==> config.mk <==
export PLATFORM = sky130hd
export DESIGN_NAME = fft_r2_sdf_bf_flat
export DESIGN_NICKNAME = d
export VERILOG_FILES = /design/src/rtl/fft_r2_sdf_bf_if.sv /design/src/rtl/fft_r2_sdf_bf.sv /design/src/flat_wrapper.sv
export SDC_FILE = /design/constraint.sdc
export NUM_CORES = 1
export LEC_CHECK = 0
export ABC_AREA = 0
export BUFFER_PORTS_ARGS = -buffer_cell sky130_fd_sc_hd__buf_2
export CORE_ASPECT_RATIO = 2
export CORE_MARGIN = 4
export CORE_UTILIZATION = 52
export CTS_CLUSTER_SIZE = 20
export DETAILED_ROUTE_END_ITERATION = 12
export HOLD_SLACK_MARGIN = 0.06
export PLACE_DENSITY = 0.87
export RECOVER_POWER = 25
export SLEW_MARGIN = 0
export SYNTH_ARGS = -nofsm -noshare
export SYNTH_HDL_FRONTEND = slang
export SYNTH_SLANG_ARGS = --single-unit
==> constraint.sdc <==
create_clock -name clk -period 3.4 [get_ports clk]
set_clock_uncertainty 0.15 [all_clocks]
set_input_delay 0.17 -clock clk [delete_from_list [all_inputs] [get_ports clk]]
set_output_delay 0.17 -clock clk [all_outputs]
set_load 0.005 [all_outputs]
==> src/rtl/fft_r2_sdf_bf_if.sv <==
// Stream-side port bundle for fft_r2_sdf_bf: complex sample input, registered result output.
interface fft_r2_sdf_bf_if #(
    parameter int DATA_WIDTH = 25
);
    logic                  ce;
    logic                  sync_i;
    logic [DATA_WIDTH-1:0] di_re;
    logic [DATA_WIDTH-1:0] di_im;
    logic [DATA_WIDTH:0]   data_o_re;
    logic [DATA_WIDTH:0]   data_o_im;
    logic                  valid_o;
    logic                  sync_o;

    modport master (
        output ce, sync_i, di_re, di_im,
        input  data_o_re, data_o_im, valid_o, sync_o
    );

    modport slave (
        input  ce, sync_i, di_re, di_im,
        output data_o_re, data_o_im, valid_o, sync_o
    );
endinterface

==> src/rtl/fft_r2_sdf_bf.sv <==
// Radix-2 SDF decimation-in-frequency butterfly; the delay line is an external shift_reg of LEN=DELAY.
// Define FFT_BF_SCALE_EN to halve every sum/difference with round-half-up.
//
// state | meaning
// FILL  | delay line not yet holding a full first half; valid_o stays 0
// RUN   | every output register update carries a meaningful sample
module fft_r2_sdf_bf #(
    parameter int DATA_WIDTH = 25,
    parameter int DELAY      = 512
) (
    input  logic                          clk,
    input  logic                          rst_n,
    fft_r2_sdf_bf_if.slave                bus,
    output logic                          sr_ce,
    output logic [2*(DATA_WIDTH+1)-1:0]   sr_di,
    input  logic [2*(DATA_WIDTH+1)-1:0]   sr_do
);
    localparam int IW = $clog2(DELAY) + 1;
    localparam int W1 = DATA_WIDTH + 1;
    localparam logic [IW-1:0] HALF = IW'(DELAY);

    typedef enum logic {FILL, RUN} state_t;

    state_t state, state_nx;
    logic [IW-1:0] idx;
    logic [IW-1:0] idx_eff;
    logic          bfly;

    logic signed [W1-1:0] x_re, x_im, d_re, d_im;
    logic signed [W1-1:0] sum_re, sum_im, dif_re, dif_im;
    logic signed [W1-1:0] out_re, out_im;

    // One extra bit of headroom so the scaled difference can't wrap before the shift.
    function automatic logic signed [W1-1:0] bf_op(
        input logic signed [W1-1:0] a,
        input logic signed [W1-1:0] b,
        input logic                 sub
    );
        logic signed [W1:0] t;
        t = sub ? ((W1+1)'(a) - (W1+1)'(b)) : ((W1+1)'(a) + (W1+1)'(b));
`ifdef FFT_BF_SCALE_EN
        return W1'((t + 1) >>> 1);
`else
        return W1'(t);
`endif
    endfunction

    assign idx_eff = bus.sync_i ? '0 : idx;
    assign bfly    = idx_eff[IW-1];

    assign x_re = {bus.di_re[DATA_WIDTH-1], bus.di_re};
    assign x_im = {bus.di_im[DATA_WIDTH-1], bus.di_im};
    assign d_re = sr_do[2*W1-1:W1];
    assign d_im = sr_do[W1-1:0];

    assign sum_re = bf_op(d_re, x_re, 1'b0);
    assign sum_im = bf_op(d_im, x_im, 1'b0);
    assign dif_re = bf_op(d_re, x_re, 1'b1);
    assign dif_im = bf_op(d_im, x_im, 1'b1);

    assign out_re = bfly ? sum_re : d_re;
    assign out_im = bfly ? sum_im : d_im;

    assign sr_ce = bus.ce;
    assign sr_di = bfly ? {dif_re, dif_im} : {x_re, x_im};

    always_comb begin
        state_nx = state;
        if (state == FILL && idx_eff == HALF)
            state_nx = RUN;
        else if (state == RUN && bus.sync_i && idx != '0)
            state_nx = FILL;
    end

    always_ff @(posedge clk or negedge rst_n) begin
        if (!rst_n) begin
            state         <= FILL;
            idx           <= '0;
            bus.data_o_re <= '0;
            bus.data_o_im <= '0;
            bus.valid_o   <= 1'b0;
            bus.sync_o    <= 1'b0;
        end else if (bus.ce) begin
            state         <= state_nx;
            idx           <= idx_eff + 1'b1;
            bus.data_o_re <= out_re;
            bus.data_o_im <= out_im;
            bus.valid_o   <= (state_nx == RUN);
            bus.sync_o    <= (state_nx == RUN) && (idx_eff == HALF);
        end
    end
endmodule

==> src/flat_wrapper.sv <==
// flat-port wrapper written by rule: the top's interface ports become plain ports
module fft_r2_sdf_bf_flat 
#(
    parameter int DATA_WIDTH = 25,
    parameter int DELAY      = 512
)
  (clk, rst_n, sr_ce, sr_di, sr_do, bus_ce, bus_sync_i, bus_di_re, bus_di_im, bus_data_o_re, bus_data_o_im, bus_valid_o, bus_sync_o);
  fft_r2_sdf_bf_if #(.DATA_WIDTH(DATA_WIDTH)) bus_i ();
  input  logic clk;
  input  logic rst_n;
  output logic sr_ce;
  output logic [2*(DATA_WIDTH+1)-1:0] sr_di;
  input  logic [2*(DATA_WIDTH+1)-1:0] sr_do;
  input wire logic [$bits(bus_i.ce)-1:0] bus_ce;
  input wire logic [$bits(bus_i.sync_i)-1:0] bus_sync_i;
  input wire logic [$bits(bus_i.di_re)-1:0] bus_di_re;
  input wire logic [$bits(bus_i.di_im)-1:0] bus_di_im;
  output wire logic [$bits(bus_i.data_o_re)-1:0] bus_data_o_re;
  output wire logic [$bits(bus_i.data_o_im)-1:0] bus_data_o_im;
  output wire logic [$bits(bus_i.valid_o)-1:0] bus_valid_o;
  output wire logic [$bits(bus_i.sync_o)-1:0] bus_sync_o;
  assign bus_i.ce = bus_ce;
  assign bus_i.sync_i = bus_sync_i;
  assign bus_i.di_re = bus_di_re;
  assign bus_i.di_im = bus_di_im;
  assign bus_data_o_re = bus_i.data_o_re;
  assign bus_data_o_im = bus_i.data_o_im;
  assign bus_valid_o = bus_i.valid_o;
  assign bus_sync_o = bus_i.sync_o;
  fft_r2_sdf_bf #(.DATA_WIDTH(DATA_WIDTH), .DELAY(DELAY)) u_core (.clk(clk), .rst_n(rst_n), .bus(bus_i), .sr_ce(sr_ce), .sr_di(sr_di), .sr_do(sr_do));
endmodule
==> flow_metrics.tcl <==
set metrics [dict create \
    status "finished with violations" \
    violations "max-capacitance violations, max-slew violations" \
    path_cells "dlygate4sd3_1, buf_2, ha_2, o21a_1, o21ai_0, a32oi_2, nand3_2, a211oi_1, o21a_1, nor2_1, xnor2_1, o21ai_0, buf_2" \
    max_freq_ghz 0.301 \
    clock-sinks 64 \
    synth_nets 1413 \
    fillers 1503 \
    finalCriticalPeriod_ns 3.32 \
    seq_area_sq_mm 0.00160 \
    reg2reg_to "u_core.bus.data_o_re[19]$_DFFE_PN0P_" \
    grt.overflow.total 0 \
    reg2reg_slack_ns 1.14 \
    yosysMostFrequentCell "nor2_1" \
    critical_path.max_fanout 6 \
    synth_area_leaders "dfrtp_1 (18%), ha_1 (14%), xnor2_1 (6.5%)" \
    postRouteAntennaNets 0 \
    area.growth.synth_to_final_pct 21.9 \
    cts_tree "done" \
    via_per_inst 5.98 \
    power_mw 3.25 \
    setup_ws_ns 0.0810 \
    tightest_slew_ns 2.03 \
    drc 0 \
    synth_edf_count 0 \
    ys_ff_latch 64 \
    dp_slack_ns -0.0694 \
    hpwl_mm 22.6 \
    cp-endpoint "sr_di[19]" \
    crit_start "sr_do[6]" \
    syn-cell-area_sq_mm 0.00883 \
    core_sq_mm 0.0168 \
    clk_latency_ns 0.35 \
    gp_congestion 1.02 \
    critPathLaunchType "input port" \
    antenna_found_initial 4 \
    slew_headroom -0.350 \
    io_buffer_count 212 \
    clk_pin_slew_worst_paths_ns 0.06 \
    dp_cells 1569 \
    synth_top_area_cell "dfrtp_1" \
    numCtsBuffers 9 \
    avgSynthCellArea_sq_um 7.35 \
    die_w_um 100 \
    routedWlPerCell_um 18.2 \
    dr.first_iter.drc_count 484 \
    rr_worst_depth 3 \
    worstReg2RegStart "u_core.idx[9]$_DFFE_PN0P_" \
    path_class "in -> out" \
    htree_levels 3 \
    setup_violations 0 \
    die_y_um 192 \
    nets 1623 \
    clock_path_buffers 2 \
    hold_violations 0 \
    cts-root-buf "clkbuf_16" \
    yosys_warnings 0 \
    dr.pass1.iters 4 \
    slowest_delay_ns 0.53 \
    ioPinCount 213 \
    crit_arrival_ns 3.00 \
    num_vias 9711 \
    row_count 67 \
    finalWirelength_mm 29.6 \
    hp-class "in -> reg" \
    critPathRequiredTime_ns 3.08 \
    period_share 0.976 \
    power.density_mw_per_mm2 302 \
    synth_top_flop_cell "dfrtp_1" \
    drive_gt1_frac 0.199 \
    syn-instance-count 1201 \
    yosysSeqAreaShare 0.181 \
    setup.worst_path.end_class "output port" \
    synth_common_cells "nor2_1 (118), nand2_1 (104), ha_1 (102), inv_1 (102), o21ai_0 (102)" \
    multi_input_area_sq_mm 0.00670 \
    grt_pass1_vias 9747 \
    grt_use_total 0.300 \
    instances_no_fill 1624 \
    drv_slew 48 \
    ir_drop_v 0.000261 \
    maxCapViolCount 1 \
    rsz0062_at_grt "true" \
    async_flop_share 1.00 \
    ys_types 75 \
    grt_max_degree 65 \
    die-area_sq_mm 0.0193 \
    initial_core_util 0.527 \
    cpMaxStageDelayCell "dlygate4sd3_1" \
    yosysTopAreaCellShare 0.181 \
    setup_tns_ns 0 \
    leakage_nw 5.14 \
    post-route-util 0.642 \
    grt_first_pass_wirelength_mm 46.2 \
]
## cell usage in the layout, fill, tap and decap left out, drive strengths merged, types with 8 or more instances in the layout
cell type	Yosys	final
a21o	18	18
a21oi	101	101
a31oi	15	15
and3	8	8
buf	21	196
clkbuf	53	52
dfrtp	64	64
dlygate4sd3	0	36
ha	102	102
inv	103	103
mux2	27	27
nand2	104	104
nand2b	17	17
nand3	33	33
nor2	118	118
nor2b	23	23
nor3	25	25
nor3b	8	8
nor4	10	10
o211ai	8	8
o21ai	107	107
o21bai	20	20
o22ai	9	9
o31ai	11	11
xnor2	66	66
xor2	19	19
## repair_timing
item / CTS / global route
hold buffers: 36 / 0
hold endpoints to repair: 102 / 0
pin swaps: 1 / 9
buffers inserted: 0 / 2
resized for setup: 1 / 26
setup endpoints to repair: 1 / 14
## per-layer routing
metal  share of wire  vias to the layer above  global-route usage
li1                -                     4623                   -
met1            0.33                     4531               0.281
met2            0.54                      403               0.559
met3           0.058                      150              0.0590
met4           0.075                        4               0.220
met5         0.00047                        -                   0
## cell type report
cell class | count | share of cell area
inverters | 103 | 0.0359
diodes | 2 | 0.000465
flip-flops and latches | 64 | 0.149
well taps | 207 | 0.0241
repair buffers | 273 | 0.145
multi-input cells | 960 | 0.622
clock inverters | 4 | 0.00209
clock buffers | 11 | 0.0216
## flip-flops by register name, indices dropped and copies added, names as in the netlist
| register | flops |
|---|---|
| u_core.idx | 10 |
| u_core.bus.valid_o | 1 |
| u_core.bus.sync_o | 1 |
| u_core.bus.data_o_im | 26 |
| u_core.bus.data_o_re | 26 |
## worst min path at each step
stage               from  slack (ns)                              endpoint  cells after the start
2_1_floorplan      rst_n       -0.28   u_core.bus.data_o_im[0]$_DFFE_PN0P_                      0
3_3_place_gp       rst_n        0.21         u_core.bus.sync_o$_DFFE_PN0P_                      1
3_5_place_dp       rst_n        0.21             u_core.idx[4]$_DFFE_PN0P_                      1
4_1_cts         sr_do[8]        0.06   u_core.bus.data_o_im[8]$_DFFE_PN0P_                      4
5_1_grt        sr_do[37]        0.09  u_core.bus.data_o_re[11]$_DFFE_PN0P_                      4
6_report        sr_do[8]        0.06   u_core.bus.data_o_im[8]$_DFFE_PN0P_                      4
## report_power, final
group | switching (mW) | internal, mW
combinational | 0.860 | 0.648
sequential | 0.0559 | 0.833
clock | 0.370 | 0.486
total | 1.29 | 1.97
## critical path: cells and delay by family
kind                     cells  cell delay, ns
buffers and inverters        3            0.84
adder cells (fa/ha/maj)      1            0.38
XOR/XNOR                     1            0.12
AND/OR/NAND/NOR              2            0.23
AO/OA/AOI/OAI                6            1.24
## cells by family after synthesis
| kind of cell | Yosys count | share of synthesized area |
|---|---|---|
| DFF | 64 | 0.181 |
| xor gates and xnor gates | 85 | 0.0843 |
| and+or+nand+nor | 382 | 0.204 |
| buffers and inverters | 177 | 0.0781 |
| AOI/OAI and AO/OA | 355 | 0.259 |
| adders and majority gates | 106 | 0.154 |
| muxes | 32 | 0.0401 |
## through the flow
step / area, sq um / hold slack, ns
3_5_place_dp: 10000 / 0.208
3_3_place_gp: 10000 / 0.212
5_1_grt: 10800 / 0.0886
4_1_cts: 10700 / 0.0646
6_report: 10800 / 0.0600
2_1_floorplan: 8830 / -0.276
Power figures use the tool's default switching activity.
